--- config.mk ---
export PLATFORM = sky130hd
export DESIGN_NAME = register_file_mp
export DESIGN_NICKNAME = d
export VERILOG_FILES = /design/src/rtl/regfile_pkg.sv /design/src/rtl/regfile_read_port.sv /design/src/rtl/register_file_mp.sv
export SDC_FILE = /design/constraint.sdc
export NUM_CORES = 1
export LEC_CHECK = 0
export CORE_MARGIN = 3
export CORE_UTILIZATION = 40
export CTS_CLUSTER_SIZE = 12
export DETAILED_ROUTE_END_ITERATION = 10
export PLACE_DENSITY = 0.59
export SKIP_CTS_REPAIR_TIMING = 1
export SLEW_MARGIN = 20
export SYNTH_ARGS = -nofsm -noshare
export SYNTH_HDL_FRONTEND = slang
export SYNTH_SLANG_ARGS = --single-unit
--- constraint.sdc ---
create_clock -name CLK -period 2.4 [get_ports CLK]
set_input_delay 0.48 -clock CLK [delete_from_list [all_inputs] [get_ports CLK]]
set_output_delay 0.48 -clock CLK [all_outputs]
set_load 0.005 [all_outputs]
--- src/rtl/regfile_pkg.sv ---
// Shared types and elaboration helpers for the multi-port register file.
package regfile_pkg;

    typedef enum logic {
        IDLE  = 1'b0,
        CLEAR = 1'b1
    } clr_state_t;

    function automatic int rf_clog2(input int value);
        int r;
        int v;
        r = 0;
        v = value - 1;
        while (v > 0) begin
            r++;
            v = v >> 1;
        end
        return r;
    endfunction

    // Low bit of element idx inside a packed vector of width-bit elements.
    function automatic int slice_lo(input int idx, input int width);
        return idx * width;
    endfunction

endpackage

--- src/rtl/regfile_read_port.sv ---
// One read port: range-checked address mux, zero-entry and bypass handling,
// and an optional output register with its valid flag.
module regfile_read_port #(
    parameter int DATA_W   = 16,
    parameter int DEPTH    = 8,
    parameter int ADDR_W   = 3,
    parameter int READ_LAT = 0,
    parameter int BYPASS   = 1,
    parameter int ZERO_R0  = 0
) (
    input  logic              clk,
    input  logic              rst_n,
    input  logic              rd_en,
    input  logic [ADDR_W-1:0] rd_addr,
    input  logic [DATA_W-1:0] mem [DEPTH],
    input  logic              wr_accept,
    input  logic [ADDR_W-1:0] wr_addr,
    input  logic [DATA_W-1:0] wr_data,
    output logic [DATA_W-1:0] rd_data,
    output logic              rd_valid
);

    localparam logic [ADDR_W:0] DEPTH_W = (ADDR_W + 1)'(DEPTH);

    logic              in_range;
    logic              is_zero;
    logic              bypass_hit;
    logic [DATA_W-1:0] rd_word_p0;
    logic [DATA_W-1:0] rd_data_p1;
    logic              vld_p1;

    // Stage p0: combinational lookup
    always_comb begin
        in_range   = ({1'b0, rd_addr} < DEPTH_W);
        is_zero    = (ZERO_R0 != 0) && (rd_addr == '0);
        // wr_accept already excludes out-of-range and zero-entry writes
        bypass_hit = (BYPASS != 0) && wr_accept && (wr_addr == rd_addr);
        rd_word_p0 = '0;
        if (in_range && !is_zero) begin
            if (bypass_hit)
                rd_word_p0 = wr_data;
            else
                rd_word_p0 = mem[rd_addr];
        end
    end

    // Stage p1: registered read, data held while rd_en is low
    always_ff @(posedge clk or negedge rst_n) begin
        if (!rst_n) begin
            rd_data_p1 <= '0;
            vld_p1     <= 1'b0;
        end else begin
            vld_p1 <= rd_en;
            if (rd_en)
                rd_data_p1 <= rd_word_p0;
        end
    end

    assign rd_data  = (READ_LAT != 0) ? rd_data_p1 : rd_word_p0;
    assign rd_valid = (READ_LAT != 0) ? vld_p1 : 1'b1;

endmodule

--- src/rtl/register_file_mp.sv ---
// Parametrised multi-read-port register file with write bypass, optional
// hardwired-zero entry and a sequenced bulk clear.
module register_file_mp
    import regfile_pkg::*;
#(
    parameter int DATA_W   = 16,
    parameter int DEPTH    = 8,
    parameter int ADDR_W   = 3,
    parameter int NUM_RD   = 3,
    parameter int READ_LAT = 0,
    parameter int BYPASS   = 1,
    parameter int ZERO_R0  = 0
) (
    input  logic                     CLK,
    input  logic                     Reset,
    input  logic [NUM_RD-1:0]        Rd_en,
    input  logic [NUM_RD*ADDR_W-1:0] Rd_addr,
    output logic [NUM_RD*DATA_W-1:0] Rd_data,
    output logic [NUM_RD-1:0]        Rd_valid,
    input  logic                     Wr_en,
    input  logic [ADDR_W-1:0]        Wr_addr,
    input  logic [DATA_W-1:0]        Wr_data,
    output logic                     Wr_ready,
    input  logic                     Clr_req,
    output logic                     Clr_busy,
    output logic                     Clr_done
);

    localparam logic [ADDR_W:0]   DEPTH_W  = (ADDR_W + 1)'(DEPTH);
    localparam logic [ADDR_W-1:0] LAST_IDX = ADDR_W'(DEPTH - 1);

    logic [DATA_W-1:0] mem [DEPTH];
    clr_state_t        state_q;
    clr_state_t        state_d;
    logic [ADDR_W-1:0] clr_idx_q;
    logic              wr_accept;

    assign wr_accept = Wr_en && Wr_ready
                       && ({1'b0, Wr_addr} < DEPTH_W)
                       && !((ZERO_R0 != 0) && (Wr_addr == '0));

    // Storage: clear sequence owns the array while busy, so no write can collide
    always_ff @(posedge CLK or negedge Reset) begin
        if (!Reset) begin
            for (int i = 0; i < DEPTH; i++)
                mem[i] <= '0;
        end else if (state_q == CLEAR) begin
            mem[clr_idx_q] <= '0;
        end else if (wr_accept) begin
            mem[Wr_addr] <= Wr_data;
        end
    end

    always_ff @(posedge CLK or negedge Reset) begin
        if (!Reset)
            state_q <= IDLE;
        else
            state_q <= state_d;
    end

    always_comb begin
        state_d = state_q;
        case (state_q)
            IDLE:    if (Clr_req) state_d = CLEAR;
            CLEAR:   if (clr_idx_q == LAST_IDX) state_d = IDLE;
            default: state_d = IDLE;
        endcase
    end

    always_comb begin
        Wr_ready = (state_q == IDLE);
        Clr_busy = (state_q == CLEAR);
        Clr_done = (state_q == CLEAR) && (clr_idx_q == LAST_IDX);
    end

    // Index is parked at 0 in IDLE so every clear starts from entry 0
    always_ff @(posedge CLK or negedge Reset) begin
        if (!Reset)
            clr_idx_q <= '0;
        else if (state_q == CLEAR && clr_idx_q != LAST_IDX)
            clr_idx_q <= clr_idx_q + 1'b1;
        else
            clr_idx_q <= '0;
    end

    for (genvar p = 0; p < NUM_RD; p++) begin : g_rd
        localparam int AO = slice_lo(p, ADDR_W);
        localparam int DO = slice_lo(p, DATA_W);

        regfile_read_port #(
            .DATA_W   (DATA_W),
            .DEPTH    (DEPTH),
            .ADDR_W   (ADDR_W),
            .READ_LAT (READ_LAT),
            .BYPASS   (BYPASS),
            .ZERO_R0  (ZERO_R0)
        ) u_port (
            .clk       (CLK),
            .rst_n     (Reset),
            .rd_en     (Rd_en[p]),
            .rd_addr   (Rd_addr[AO +: ADDR_W]),
            .mem       (mem),
            .wr_accept (wr_accept),
            .wr_addr   (Wr_addr),
            .wr_data   (Wr_data),
            .rd_data   (Rd_data[DO +: DATA_W]),
            .rd_valid  (Rd_valid[p])
        );
    end

endmodule

# Yosys cells after proc, flatten, opt, wreduce, memory -nomap -nowiden
# Cells that the tools add are included.
[totals]
inputBits = 35
register_bits = 132
out_inout_bits = 54
[op_classes]
magnitude_cmp = 7
eq_ne = 5
bitwise_logic = 8
muxes = 23
reduce_logical = 9
addsub = 1
[ops]
columns = ["cell", "n"]
rows = [
  ["$mux 128", 2],
  ["$mux 16", 11],
  ["$bmux 16 s3", 3],
  ["$and 128x128->128", 1],
  ["$bwmux 128", 1],
  ["$not 128->128", 1],
  ["$demux 16 s3", 2],
  ["$ge 4x4->1 const B", 5],
  ["$not 3->4", 5],
  ["$eq 3x3->1", 3],
  ["$logic_and 1x1->1", 8],
  ["$lt 4x1->1 const B", 2],
  ["$add 3x1->3 const B", 1],
  ["$eq 3x3->1 const B", 1],
  ["$mux 3", 1],
  ["$ne 3x3->1 const B", 1],
  ["$mux 1", 2],
  ["$pmux 1 s2", 1],
  ["$reduce_bool 2->1", 1],
  ["$not 1->1", 1],
]

# Longest topological paths before layout
[depth]
word_depth = 8
depth_mapped = 6

# Cells and area by module
# From an unflattened synthesis, not the netlist that was laid out.
[hier_totals]
hier_cells = 706
area_unflattened_um2 = 9701.8
[by_module_without_submodules]
columns = ["mod", "cells_per_inst", "instances", "area_each_um2"]
rows = [
  ["register_file_mp", 463, 1, 5584.1],
  ["regfile_read_port", 81, 3, 1372.6],
]

# Worst setup path before layout
# No wires, ideal clock.
[synth_timing]
kind = "input to output"
startpoint = "input Rd_addr[4]"
endpoint = "output Rd_data[18]"
path_slack_ns = 0.045
path_buffers = 2
stages = 5
arrival_ns = 1.875
t_required_ns = 1.920
path_cell_list = "clkbuf_1 > clkbuf_1 > mux4_2 > mux2_2 > mux2_4"
[synth_via]
elab_chain_cells = 5
elab_cells_between_ends = 7
cone_classes = "eq/ne: 1; mux: 4; bitwise: 1; reduce/logical: 1"
[synth_lines]
columns = ["element", "line_no", "rtl"]
rows = [
  ["start, declared", "register_file_mp.sv:17", "input logic [NUM_RD*ADDR_W-1:0] Rd_addr,"],
  ["$not 3->4 (implied by the code)", "regfile_read_port.sv:43", "rd_word_p0 = mem[rd_addr];"],
  ["$bmux 16 s3", "regfile_read_port.sv:43", ""],
  ["$mux 16 (implied by the code) (2 in a row)", "regfile_read_port.sv:43", ""],
  ["$mux 16 (*)", "regfile_read_port.sv:40", "if (bypass_hit)"],
  ["end, declared", "register_file_mp.sv:18", "output logic [NUM_RD*DATA_W-1:0] Rd_data,"],
]
# Every way passes the cells marked *; elsewhere a longest branch is shown, timed or not. The select of a mux whose other input is x is not followed.

# Worst setup path after layout
[layout_timing]
startpoint = "register mem[84] (netlist name)"
endpoint = "output Rd_data[36]"
[layout_via]
elab_chain_cells = 4
[layout_lines]
columns = ["element", "line_no", "rtl"]
rows = [
  ["start, declared", "register_file_mp.sv:32", "logic [DATA_W-1:0] mem [DEPTH];"],
  ["start signal, assigned by index", "register_file_mp.sv:50", "mem[Wr_addr] <= Wr_data;"],
  ["$bmux 16 s3", "regfile_read_port.sv:43", ""],
  ["$mux 16 (implied by the code) (2 in a row)", "regfile_read_port.sv:43", ""],
  ["$mux 16", "regfile_read_port.sv:40", ""],
]
# No other way between the ends. The select of a mux whose other input is x is not followed.

==> results.json <==
{
  "ys_ff_latch": 132,
  "synthArstFlopShare_pct": 100,
  "io_pins": 89,
  "status": "finished, violations left",
  "diodes": 0,
  "cp_cell_sequence": "buf_6 > mux4_2 > mux2_4 > mux2_4 > buf_6",
  "gp_routability_congestion": 0.825,
  "critical-path-top-delay-family": "multiplexers",
  "endpoint_kind": "output port",
  "drt-total-wl_um": 31800,
  "rows": 53,
  "antenna_found_initial": 0,
  "maxCapViolCount": 0,
  "synth-simple-area-share_pct": 2.39,
  "synthCells": 583,
  "syn_to_final_growth_pct": 40.4,
  "io_buffer_count": 82,
  "start_util_pct": 41.5,
  "grt_usage_pct": 23.3,
  "setup_tns_ns": -5.38,
  "htree_levels": 4,
  "violations": "negative setup slack",
  "drive_above_1_share_pct": 58.8,
  "use_met2_pct": 37.4,
  "cts_made_buffers": 17,
  "postRouteAntennaNets": 0,
  "tightest_slew_ns": 0.532,
  "path_clk_slew_ns": 0.06,
  "hold_path.class": "in2async",
  "die_h_um": 155,
  "grt_overflow": 0,
  "ir_drop_mv": 0.873,
  "timing.critical_path.buf_inv": 2,
  "layout_common_cells": "buf_4 (144), dfrtp_1 (130), a22o_1 (128)",
  "dominantRegCellSynth": "dfrtp_1",
  "cp_max_fo": 3,
  "clk_latency_ns": 0.42,
  "grt_busiest_layer": "met2",
  "grt_pass1_wl_um": 42300,
  "grt_max_degree": 54,
  "dieArea_mm2": 0.0241,
  "layout_commonest_cell": "buf_4",
  "layout_setup_ws_ns": -0.223,
  "synth-edff-count": 0,
  "min_period_over_period_pct": 109,
  "rsz0062_at_grt": "true",
  "crit_slowest_cell": "mux4_2",
  "p_per_area_mw_per_mm2": 936,
  "vias_per_cell": 6.48,
  "relSlewSlack_pct": 64.5,
  "synth-adder-area-share_pct": 0.281,
  "first_pass_iters": 5,
  "hold_violations": 0,
  "synth-compound-area-share_pct": 13.3,
  "synth_cell_types": 33,
  "critPathKind": "reg2out",
  "yosys_warnings": 0,
  "max_stage_delay_ns": 0.46,
  "synth_xor_area_share_pct": 0.886,
  "syn_area_mm2": 0.00890,
  "drtIter0Drc": 773,
  "synth_top_family_by_area": "multiplexers",
  "start_kind": "flop",
  "fin_skew_ns": 0.00790,
  "die_w_um": 155,
  "drc": 0,
  "dp_hpwl_um": 17600,
  "root_buffer": "clkbuf_16",
  "wl_per_cell_um": 28.3,
  "arrival_ns": 2.14,
  "nNetsFinal": 873,
  "synthMuxAreaShare_pct": 40.9,
  "cts_max_path_buffers": 2,
  "report.final.slew_viol_count": 0,
  "met3_usage_pct": 5.31,
  "vias": 7283,
  "postSynthAreaPerCell_um2": 15.3,
  "clock.fmax_ghz": 0.381,
  "grt_use_met1_pct": 32.1,
  "cp.required_ns": 1.92,
  "leakage_nw": 6.07,
  "setup_viol": 48,
  "period_needed_ns": 2.62,
  "grt_pass1_vias": 6964,
  "clock_sinks": 132,
  "cts_tree": "done",
  "core-area_mm2": 0.0214,
  "hold-worst-slack_ns": 0.0359,
  "yosysSeqAreaShare_pct": 37.1
}
-- where the power goes --
group	switching, mW	internal, mW
Clock	1.05	1.71
Combinational	1.93	3.31
Sequential	0.738	2.96
Total	3.71	7.98
-- kinds of logic (layout without fill, tap and decap cells) --
group,count (synthesis),in the layout
and+or+nand+nor,33,33
AOI/OAI and AO/OA,137,137
other,1,3
DFF,132,132
xor gates and xnor gates,9,9
buffers and inverters,77,341
muxes,192,192
adders and majority gates,2,2
-- path summary, 6_finish.rpt --
check	start	to	slack (ns)	cells after the start
hold / removal	Reset	mem[12]	0.04	1
max in group asynchronous	Reset	mem[127]	1.70	2
hold reg to reg	mem[34]	mem[34]	0.54	1
setup / recovery	mem[84]	Rd_data[36]	-0.22	5
setup reg to reg	Clr_busy	mem[25]	0.64	5
min in group CLK	mem[34]	mem[34]	0.54	1
-- flip-flops by register name, summed over array words and instances, names as in the netlist --
register and count:
Clr_busy 1, clr_idx_q 3, mem 128
-- stage by stage --
step / power (mW) / util [%] / cell area [um2] / cells / worst slack, ns
floorplan: 6.00 / - / 8900 / 585 / 0.0447
global placement: 7.58 / 49.2 / 10500 / 946 / -0.833
detailed placement: 7.75 / 49.2 / 10500 / 946 / -0.811
CTS: 10.5 / 52.2 / 11200 / 978 / -0.820
global route: 12.2 / 58.3 / 12500 / 1124 / -0.251
finish: 11.7 / 58.3 / 12500 / 1124 / -0.223
-- metal layers --
metal	routed length [um]	part of all wire, %	vias to the layer above
met5	0	0	-
met4	1090	3.4	0
met3	3250	10	79
met2	15000	47	491
met1	12500	39	3803
li1	-	-	2910
-- cells in the mapped netlist (all sizes together), types with 2 or more instances --
cell / number / area (um2)
a21oi: 4 / 20.0
a22o: 128 / 1120
a32oi: 2 / 17.5
and4b: 2 / 20.0
buf: 33 / 284
clkbuf: 39 / 146
dfrtp: 132 / 3300
ha: 2 / 25.0
inv: 5 / 18.8
mux2: 96 / 1140
mux4: 96 / 2500
nand2: 2 / 7.51
nand2b: 3 / 18.8
nand4: 3 / 18.8
nor2: 11 / 46.3
nor2b: 3 / 18.8
nor3: 2 / 21.3
nor4bb: 2 / 20.0
o32a: 2 / 20.0
xnor2: 9 / 78.8
-- layout make-up --
type | count | area (um2)
multi-input cells | 376 | 5160
inverters | 5 | 18.8
clock buffers | 19 | 453
well taps | 275 | 344
repair buffers | 304 | 3040
fillers | 1644 | 8930
clock inverters | 13 | 170
flip-flops and latches | 132 | 3310
Note: power is estimated with default switching activity, not from simulation.
